<file path="src/rtl/stopwatch_display_if.sv">
// ----------------------------------------------------------------------------
// stopwatch_display_if
// Bundles the signals between the stopwatch core / board pins and the
// stopwatch_display block.
//   minutes, seconds, status : binary time and run status from the core
//   seg, dp, an              : active-low 7-segment drive to the board pins
//   bcd_out, busy, ovf       : converted value and converter status
//   state_dbg                : converter FSM state, observation only
//
// Handshake: there is no valid/ready pair. The core presents minutes/seconds
// as a level. The display samples that level whenever its converter is idle
// and the level differs from the last sample. busy is high from the edge
// that samples a value until the edge that updates bcd_out. bcd_out and ovf
// only change on the edge where busy falls.
// ----------------------------------------------------------------------------
interface stopwatch_display_if;
   logic [7:0]  minutes;
   logic [5:0]  seconds;
   logic [1:0]  status;
   logic [6:0]  seg;
   logic        dp;
   logic [3:0]  an;
   logic [15:0] bcd_out;
   logic        busy;
   logic        ovf;
   logic [1:0]  state_dbg;

   // Core side: drives the time and status, observes the display outputs.
   modport master (
      output minutes, seconds, status,
      input  seg, dp, an, bcd_out, busy, ovf, state_dbg
   );

   // Display block side.
   modport slave (
      input  minutes, seconds, status,
      output seg, dp, an, bcd_out, busy, ovf, state_dbg
   );
endinterface

</file>
<file path="src/rtl/stopwatch_display.sv">
// ----------------------------------------------------------------------------
// stopwatch_display
// Converts the core's binary MM:SS value to BCD with a sequential
// double-dabble engine. It drives a 4-digit, time-multiplexed, active-low
// 7-segment display. The minutes-ones decimal point acts as the colon. The
// whole display blinks while the core reports PAUSED.
// Ports:
//   clk  : system clock
//   rst  : synchronous, active-high reset
//   bus  : stopwatch_display_if.slave. Carries minutes/seconds/status in and
//          seg/dp/an/bcd_out/busy/ovf/state_dbg out.
// Parameters:
//   REFRESH_DIV : clocks per digit slot (>= 2)
//   BLINK_DIV   : clocks per blink half-period while PAUSED (>= 2)
// ----------------------------------------------------------------------------
module stopwatch_display #(
   parameter int REFRESH_DIV = 50000,
   parameter int BLINK_DIV   = 25000000
) (
   input  logic                 clk,
   input  logic                 rst,
   stopwatch_display_if.slave   bus
);

   localparam logic [1:0] S_IDLE   = 2'd0;
   localparam logic [1:0] S_SHIFT  = 2'd1;
   localparam logic [1:0] S_COMMIT = 2'd2;

   localparam int RW = $clog2(REFRESH_DIV);
   localparam int BW = $clog2(BLINK_DIV);

   // One double-dabble iteration on a {tens, ones, binary} register:
   // add 3 to any BCD nibble >= 5, then shift the whole register left by one.
   function automatic logic [15:0] dd_step(input logic [15:0] sr);
      logic [15:0] t;
      t = sr;
      if (t[11:8]  >= 4'd5) t[11:8]  = t[11:8]  + 4'd3;
      if (t[15:12] >= 4'd5) t[15:12] = t[15:12] + 4'd3;
      return {t[14:0], 1'b0};
   endfunction

   function automatic logic [6:0] decode(input logic [3:0] n);
      logic [6:0] s;
      case (n)
         4'd0:    s = 7'b1000000;
         4'd1:    s = 7'b1111001;
         4'd2:    s = 7'b0100100;
         4'd3:    s = 7'b0110000;
         4'd4:    s = 7'b0011001;
         4'd5:    s = 7'b0010010;
         4'd6:    s = 7'b0000010;
         4'd7:    s = 7'b1111000;
         4'd8:    s = 7'b0000000;
         4'd9:    s = 7'b0010000;
         default: s = 7'b1111111;
      endcase
      return s;
   endfunction

   // ---------------- converter ----------------
   logic [1:0]  state_q, state_d;
   logic [2:0]  iter_q, iter_d;
   logic [13:0] last_q, last_d;
   logic [15:0] min_sr_q, min_sr_d;
   logic [15:0] sec_sr_q, sec_sr_d;
   logic        ovf_pend_q, ovf_pend_d;
   logic [15:0] bcd_q, bcd_d;
   logic        ovf_q, ovf_d;
   logic        busy_q, busy_d;
   logic [7:0]  sat_min;

   assign sat_min = (bus.minutes > 8'd99) ? 8'd99 : bus.minutes;

   always_comb begin
      state_d    = state_q;
      iter_d     = iter_q;
      last_d     = last_q;
      min_sr_d   = min_sr_q;
      sec_sr_d   = sec_sr_q;
      ovf_pend_d = ovf_pend_q;
      bcd_d      = bcd_q;
      ovf_d      = ovf_q;
      busy_d     = busy_q;
      case (state_q)
         S_IDLE: begin
            if ({bus.minutes, bus.seconds} != last_q) begin
               last_d     = {bus.minutes, bus.seconds};
               min_sr_d   = {8'h00, sat_min};
               sec_sr_d   = {8'h00, 2'b00, bus.seconds};
               ovf_pend_d = (bus.minutes > 8'd99);
               iter_d     = 3'd0;
               busy_d     = 1'b1;
               state_d    = S_SHIFT;
            end
         end
         S_SHIFT: begin
            min_sr_d = dd_step(min_sr_q);
            sec_sr_d = dd_step(sec_sr_q);
            iter_d   = iter_q + 3'd1;
            if (iter_q == 3'd7) state_d = S_COMMIT;
         end
         S_COMMIT: begin
            // After 8 shifts the BCD digits sit in the upper byte of each field.
            bcd_d   = {min_sr_q[15:8], sec_sr_q[15:8]};
            ovf_d   = ovf_pend_q;
            busy_d  = 1'b0;
            state_d = S_IDLE;
         end
         default: begin
            busy_d  = 1'b0;
            state_d = S_IDLE;
         end
      endcase
   end

   always_ff @(posedge clk) begin
      if (rst) begin
         state_q    <= S_IDLE;
         iter_q     <= 3'd0;
         last_q     <= 14'd0;
         min_sr_q   <= 16'd0;
         sec_sr_q   <= 16'd0;
         ovf_pend_q <= 1'b0;
         bcd_q      <= 16'd0;
         ovf_q      <= 1'b0;
         busy_q     <= 1'b0;
      end else begin
         state_q    <= state_d;
         iter_q     <= iter_d;
         last_q     <= last_d;
         min_sr_q   <= min_sr_d;
         sec_sr_q   <= sec_sr_d;
         ovf_pend_q <= ovf_pend_d;
         bcd_q      <= bcd_d;
         ovf_q      <= ovf_d;
         busy_q     <= busy_d;
      end
   end

   // ---------------- digit multiplexer and blink ----------------
   logic [RW-1:0] ref_cnt_q;
   logic [1:0]    digit_sel_q;
   logic [1:0]    sel_next;
   logic [3:0]    an_reg_q;
   logic [6:0]    seg_q;
   logic          dp_q;
   logic [BW-1:0] blink_cnt_q;
   logic          phase_q;
   logic          blank_q;
   logic          ref_tick;
   logic [3:0]    nibble;

   assign ref_tick = (ref_cnt_q == RW'(REFRESH_DIV - 1));
   assign sel_next = digit_sel_q + 2'd1;

   // The slot registered on a tick is the one digit_sel is moving to.
   always_comb begin
      case (sel_next)
         2'd0:    nibble = bcd_q[3:0];
         2'd1:    nibble = bcd_q[7:4];
         2'd2:    nibble = bcd_q[11:8];
         default: nibble = bcd_q[15:12];
      endcase
   end

   always_ff @(posedge clk) begin
      if (rst) begin
         ref_cnt_q   <= '0;
         digit_sel_q <= 2'd0;
         an_reg_q    <= 4'b1111;
         seg_q       <= 7'b1111111;
         dp_q        <= 1'b1;
         blink_cnt_q <= '0;
         phase_q     <= 1'b0;
         blank_q     <= 1'b0;
      end else begin
         if (ref_tick) begin
            ref_cnt_q   <= '0;
            digit_sel_q <= sel_next;
            an_reg_q    <= ~(4'b0001 << sel_next);
            seg_q       <= decode(nibble);
            dp_q        <= (sel_next != 2'd2);
         end else begin
            ref_cnt_q <= ref_cnt_q + RW'(1);
         end
         if (blink_cnt_q == BW'(BLINK_DIV - 1)) begin
            blink_cnt_q <= '0;
            phase_q     <= ~phase_q;
         end else begin
            blink_cnt_q <= blink_cnt_q + BW'(1);
         end
         blank_q <= (bus.status == 2'b10) & phase_q;
      end
   end

   assign bus.an        = an_reg_q | {4{blank_q}};
   assign bus.seg       = seg_q;
   assign bus.dp        = dp_q;
   assign bus.bcd_out   = bcd_q;
   assign bus.busy      = busy_q;
   assign bus.ovf       = ovf_q;
   assign bus.state_dbg = state_q;

endmodule
</file>
<file path="src/flat_wrapper.sv">
// flat-port wrapper written by rule: the top's interface ports become plain ports
module stopwatch_display_flat 
#(
   parameter int REFRESH_DIV = 50000,
   parameter int BLINK_DIV   = 25000000
)
  (clk, rst, bus_minutes, bus_seconds, bus_status, bus_seg, bus_dp, bus_an, bus_bcd_out, bus_busy, bus_ovf, bus_state_dbg);
  stopwatch_display_if bus_i ();
  input  logic clk;
  input  logic rst;
  input wire logic [$bits(bus_i.minutes)-1:0] bus_minutes;
  input wire logic [$bits(bus_i.seconds)-1:0] bus_seconds;
  input wire logic [$bits(bus_i.status)-1:0] bus_status;
  output wire logic [$bits(bus_i.seg)-1:0] bus_seg;
  output wire logic [$bits(bus_i.dp)-1:0] bus_dp;
  output wire logic [$bits(bus_i.an)-1:0] bus_an;
  output wire logic [$bits(bus_i.bcd_out)-1:0] bus_bcd_out;
  output wire logic [$bits(bus_i.busy)-1:0] bus_busy;
  output wire logic [$bits(bus_i.ovf)-1:0] bus_ovf;
  output wire logic [$bits(bus_i.state_dbg)-1:0] bus_state_dbg;
  assign bus_i.minutes = bus_minutes;
  assign bus_i.seconds = bus_seconds;
  assign bus_i.status = bus_status;
  assign bus_seg = bus_i.seg;
  assign bus_dp = bus_i.dp;
  assign bus_an = bus_i.an;
  assign bus_bcd_out = bus_i.bcd_out;
  assign bus_busy = bus_i.busy;
  assign bus_ovf = bus_i.ovf;
  assign bus_state_dbg = bus_i.state_dbg;
  stopwatch_display #(.REFRESH_DIV(REFRESH_DIV), .BLINK_DIV(BLINK_DIV)) u_core (.clk(clk), .rst(rst), .bus(bus_i));
endmodule
</file>
<file path="config.mk">
export PLATFORM = sky130hd
export DESIGN_NAME = stopwatch_display_flat
export DESIGN_NICKNAME = d
export VERILOG_FILES = /design/src/rtl/stopwatch_display_if.sv /design/src/rtl/stopwatch_display.sv /design/src/flat_wrapper.sv
export SDC_FILE = /design/constraint.sdc
export NUM_CORES = 1
export LEC_CHECK = 0
export BUFFER_PORTS_ARGS = -buffer_cell sky130_fd_sc_hd__buf_4
export CAP_MARGIN = 20
export CORE_UTILIZATION = 54
export CTS_CLUSTER_DIAMETER = 40
export DETAILED_ROUTE_END_ITERATION = 8
export PLACE_DENSITY_LB_ADDON = 0.05
export SLEW_MARGIN = 20
export SYNTH_ARGS = -nofsm -noshare
export SYNTH_HDL_FRONTEND = slang
export SYNTH_SLANG_ARGS = --single-unit
</file>
<file path="constraint.sdc">
create_clock -name clk -period 1.9 [get_ports clk]
set_input_delay 0.285 -clock clk [delete_from_list [all_inputs] [get_ports clk]]
set_output_delay 0.285 -clock clk [all_outputs]
set_load 0.1 [all_outputs]
</file>
**Yosys cells after proc, flatten, opt, wreduce, memory -nomap -nowiden**

Memory sizes are Yosys's and may differ from the RTL's. A register that Yosys moved wholly into a read port is not among the register bits.
Index checks and enable logic that the tools add are counted.

- Register bits after elaboration: 120
- Bits in read-only memories: 112
- Output and inout bits: 32
- Logic and storage cells: 74
- Memories kept: 1

- Add/sub/neg operators: 8
- $lt $le $gt $ge: 5
- Eq/ne operators: 12
- Shifts and indexed selects: 1
- Multiplexer cells: 17
- Bitwise operators: 5
- Reduce and logical (&&, ||, !) cells: 9

Memory list:

| memory | depth | width | rd ports | clocked after memory_dff | wr ports | RTL line | text |
|---|---|---|---|---|---|---|---|
| (no name shown) | 16 | 7 | 1 | 1 | 0 | stopwatch_display.sv:44 | `case (n)` |

Operators with widths:

| cell | number |
|---|---|
| $pmux W16 S2 | 2 |
| $mux W16 | 2 |
| $add A25 B1 Y25 const B | 1 |
| $eq A25 B25 Y1 const B | 1 |
| $add A16 B1 Y16 const B | 1 |
| $eq A16 B16 Y1 const B | 1 |
| $ge A4 B3 Y1 const B | 4 |
| $ne A14 B14 Y1 | 1 |
| $pmux W4 S3 | 1 |
| $mux W3 | 3 |
| $add A4 B2 Y4 const B | 2 |
| $gt A8 B7 Y1 const B | 1 |
| $mux W4 | 2 |
| $mux W8 | 1 |
| $reduce_and A2 Y1 | 4 |
| $add A3 B2 Y3 const B | 2 |
| $eq A2 B2 Y1 const B | 3 |
| $pmux W3 S2 | 1 |
| $eq A2 B1 Y1 const B | 2 |
| $logic_not A2 Y1 | 2 |
| $mux W2 | 2 |
| $ne A2 B1 Y1 const B | 2 |
| $not A4 Y4 | 1 |
| $or A4 B4 Y4 | 1 |
| 12 further kinds | 14 |

**Logic depth before layout (Yosys ltp)**

- Depth after elaboration: 4
- Mapped depth: 8
- Mapped depth without buffers: 8

**Least setup slack after synthesis**

OpenSTA, ideal clock, no wires.

- Path kind: register to register
- Start point: register u_core.bcd_q[5] (netlist: u_core.bus.bcd_out[5])
- End point: register u_core.seg_q[0] (netlist: u_core.bus.seg[0])
- Data arrival time: 2184 ps
- Path slack: -418 ps
- Stages on the path, launching flop included: 6
- Path buffers: 0
- Clock period less this slack: 2318 ps
- Cell sequence: dfxtp_1 -> a222oi_1 -> mux2i_2 -> nor4_1 -> a2111oi_1 -> a2bb2oi_1

- Word-level cells in the longest chain between the ends: 1

Ends and longest elaborated chain:

| what | RTL line | text |
|---|---|---|
| start: declaration | stopwatch_display.sv:67 | `logic [15:0] bcd_q, bcd_d;` |
| start signal: assignment | stopwatch_display.sv:124 | `bcd_q <= 16'd0;` |
| start signal: assignment | stopwatch_display.sv:134 | `bcd_q <= bcd_d;` |
| $pmux W4 S3 | stopwatch_display.sv:158 | `case (sel_next)` |
| end: declaration | stopwatch_display.sv:145 | `logic [6:0] seg_q;` |

Every way passes these cells.
A chain may end at the register's enable or synchronous reset.

**Worst setup path in the final report**

- Start point: register u_core.digit_sel_q[0]
- End point: register u_core.seg_q[6] (netlist: u_core.bus.seg[6])

- Word-level cells in the longest chain between the ends: 3

Ends and longest elaborated chain:

| what | RTL line | text |
|---|---|---|
| start: declaration | stopwatch_display.sv:142 | `logic [1:0] digit_sel_q;` |
| start signal: assignment | stopwatch_display.sv:179 | `digit_sel_q <= sel_next;` |
| $add A2 B1 Y2 (*) | stopwatch_display.sv:154 | `assign sel_next = digit_sel_q + 2'd1;` |
| via u_core.sel_next[0] | stopwatch_display.sv:143 | `logic [1:0] sel_next;` |
| $eq A2 B2 Y1, or another cell as far along | stopwatch_display.sv:158 |  |
| $pmux W4 S3 (*) | stopwatch_display.sv:158 |  |

Mark *: on every way through the listed nets, which the timed path passes. The rest lies on a longest branch.

==> impl_results.md <==
* Setup Total Neg Slack at -0.626 ns
* Power per Cell Area at 829 mW/mm²
* P_leak at 2.75 nW
* Part of the power in registers at 44.2%
* Endpoints failing hold at 0
* Fin crit period at 2.06 ns
* Initial core utilization at 55.5%
* Top-area cell type share of the netlist area at 41.8%
* Kind of critical path: flop to flop
* Data arrival, critical path at 2.49 ns
* # H-tree levels at 4
* Grt total ovfl at 0
* Psw at 1.43 mW
* Util after Layout at 68.8%
* Sw Share at 23.1%
* Slew Viols, Final at 0
* Cell area after synthesis at 0.00604 mm²
* Seq. cell area at 0.00256 mm²
* Synth area leader: dfxtp_1
* FF+latch count, synth at 126
* Initial DRC Count at 405
* Seq/Total Area, Yosys at 41.8%
* Overall routing resource usage at 25.0%
* Count leader, synth: dfxtp_1
* Area growth, synth to finish at 24.0%
* Cts bufs inserted at 17
* Synth warnings at 0
* PnR worst setup slack at -0.158 ns
* IO buf count at 49
* Wire per inst at 14.8 µm
* Failing checks: negative setup slack
* Register clock-pin slew on the reported worst setup and hold paths at 0.06 ns
* Final setup viols at 6
* Ys flop type: dfxtp_1
* Final Skew at 0.00696 ns
* HP Class: input port to flop
* Most frequent cells after synthesis: dfxtp_1, nand2_1, nor2_1
* Combinational power share at 6.3%
* Crit path required time at 2.33 ns
* Num ports at 50
* Vias per cell at 5.62
* Largest net degree at the start of global routing at 33
* Crit end category: flop
* Diode count at 0
* Placed Area at 0.00674 mm²
* Run status: finished with violations
* Final Wtd Congestion at 0.882
* Antenna Nets Post-Route at 0
* Initial antenna violation count at 0
* Overall power at 6.21 mW
* Clock sinks at 126
* Max_cap viols at 0
* Chip width at 108 µm
* DRC violations left at 0
* Height of the die at 108 µm
* Post-synth EDFFs at 0
* FMAX at 0.486 GHz
* Slew @ Worst Pin at 0.688 ns
* RSZ-0062 raised after global routing: true
* First-pass GRT wire length at 22.9 mm
* Synth async-reset ratio at 0%
* Library cells used by synthesis at 57
* Fin nets at 799
* Cell internal pwr at 4.77 mW
* TritonRoute pass-1 iters at 6
* VDD IR max at 652 µV
* Final WL at 13.5 mm
* # fillers at 849
* Max Buffers Root-to-Sink at 2
* Row Count at 38
* Fin crit share at 108%
* Critical path launch point type: flop
* Vias at 5140
* Syn nets at 730
* Rel. slew slack at 54.1%
* Footprint of the multi-input gates at 0.00332 mm²
* Post-Syn Instances at 692
* CTS tree: built
* Clock power share at 49.5%
* Largest cells by area after synthesis: dfxtp_1, nand2_1, a21oi_1
* Largest fanout on the critical path at 5
* Skew-Pair Late Insertion Delay at 0.53 ns
* Post-DP HPWL at 8.94 mm
* Proportion of layout cells with a drive suffix above 1 at 26.2%
* Vias in the first global route at 4915
* Mean Syn Cell Area at 8.73 µm²
* Clock root cell: clkbuf_8
* Core ar. at 0.0109 mm²
* Post-route cell area at 0.00749 mm²
* DIE AREA at 0.0116 mm²
[metrics by stage]
stage,instances,worst slack [ns],hold slack [ns]
after floorplan,692,0.000526,0.363
after global placement,873,0.0215,0.424
after detailed placement,873,-0.0994,0.431
after CTS,909,-0.0281,0.0123
after global routing,914,-0.230,0.00988
final,914,-0.158,0.0302
[layout make-up]
class | instances | area share, %
flip-flops and latches | 126 | 34.1
well taps | 140 | 2.34
repair buffers | 94 | 10.3
clock buffers | 21 | 6.00
inverters | 24 | 1.27
clock inverters | 11 | 1.55
multi-input cells | 498 | 44.4
[routing by layer]
layer	global-route usage, %	wire (µm)	vias to the layer above
li1	-	-	2585
met1	32.1	6220	2418
met2	40.5	6460	114
met3	5.08	596	23
met4	11.3	247	0
met5	0	0	-
[critical path: stages (launching register included)]
cell and delay [ns]:
dfxtp_4 0.38, inv_4 0.05, ha_4 0.17, a222oi_1 0.50, mux2i_2 0.27, buf_4 0.23
nand2_2 0.06, a21oi_2 0.05, o31ai_1 0.25
[path summary, 6_finish.rpt]
| path | start | endpoint | slack (ns) | depth (start not counted) |
|---|---|---|---|---|
| setup / recovery | u_core.digit_sel_q[0] | u_core.bus.seg[6] | -0.16 | 8 |
| hold / removal | bus_status[1] | u_core.blank_q | 0.03 | 2 |
| hold reg to reg | u_core.blink_cnt_q[0] | u_core.blink_cnt_q[0] | 0.44 | 1 |
| setup reg to reg | u_core.digit_sel_q[0] | u_core.bus.seg[6] | -0.16 | 8 |
[registers in the layout (all words and copies together) (netlist names), 2 cells and up]
signal                count
u_core.ref_cnt_q         16
u_core.an_reg_q           4
u_core.last_q            14
u_core.bus.state_dbg      2
u_core.sec_sr_q          16
u_core.min_sr_q          16
u_core.digit_sel_q        2
u_core.bus.bcd_out       16
u_core.bus.seg            7
u_core.blink_cnt_q       25
u_core.iter_q             3
[power groups by stage]
stage          Sequential, mW  Clock (mW)  Combinational, mW
2_1_floorplan            2.82           0              0.237
3_3_place_gp             2.80           0              0.375
3_5_place_dp             2.80           0              0.380
4_1_cts                  2.75        3.12              0.384
5_1_grt                  2.75        3.25              0.432
6_report                 2.74        3.07              0.390
[repair_timing]
item                                    4_1_cts  5_1_grt
hold endpoints to repair                      1        0
pin swaps                                     2       10
setup buffers                                 3        5
endpoints found under the setup margin        5       44
resized for setup                             4       20
cloned                                        0        0
hold buffers                                  1        0
[logic make-up (layout without fill, tap and decap cells)]
logic type               Yosys count  count (layout)  synth area share (%)
multiplexers                       8               8                  1.45
AND/OR/NAND/NOR                  252             252                  20.9
AO/OA/AOI/OAI                    159             159                  17.9
adder cells (fa/ha/maj)           20              20                  4.14
buffers and inverters             68             150                  5.30
XOR/XNOR                          59              59                  8.55
flip-flops                       126             126                  41.8
[layout by cell type (no fill, tap or decap), types with 4 or more instances in the layout]
cell type,count
a211o_1,4
a21o_1,4
a21oi_1,52
a21oi_2,11
a222oi_1,4
a311oi_1,6
a31oi_1,12
and2_1,4
and4_1,4
buf_12,5
buf_4,87
clkbuf_16,16
clkinv_2,5
dfxtp_1,106
dfxtp_2,16
dfxtp_4,4
ha_1,16
inv_1,20
nand2_1,74
nand2b_1,10
nand3_1,37
nand4_1,8
nor2_1,58
nor3_1,10
nor4_1,8
nor4_2,7
o211ai_1,17
o211ai_2,10
o21ai_1,20
or2_2,7
or3_1,6
xnor2_1,30
xor2_1,29
(Power assumes the default switching activity.)
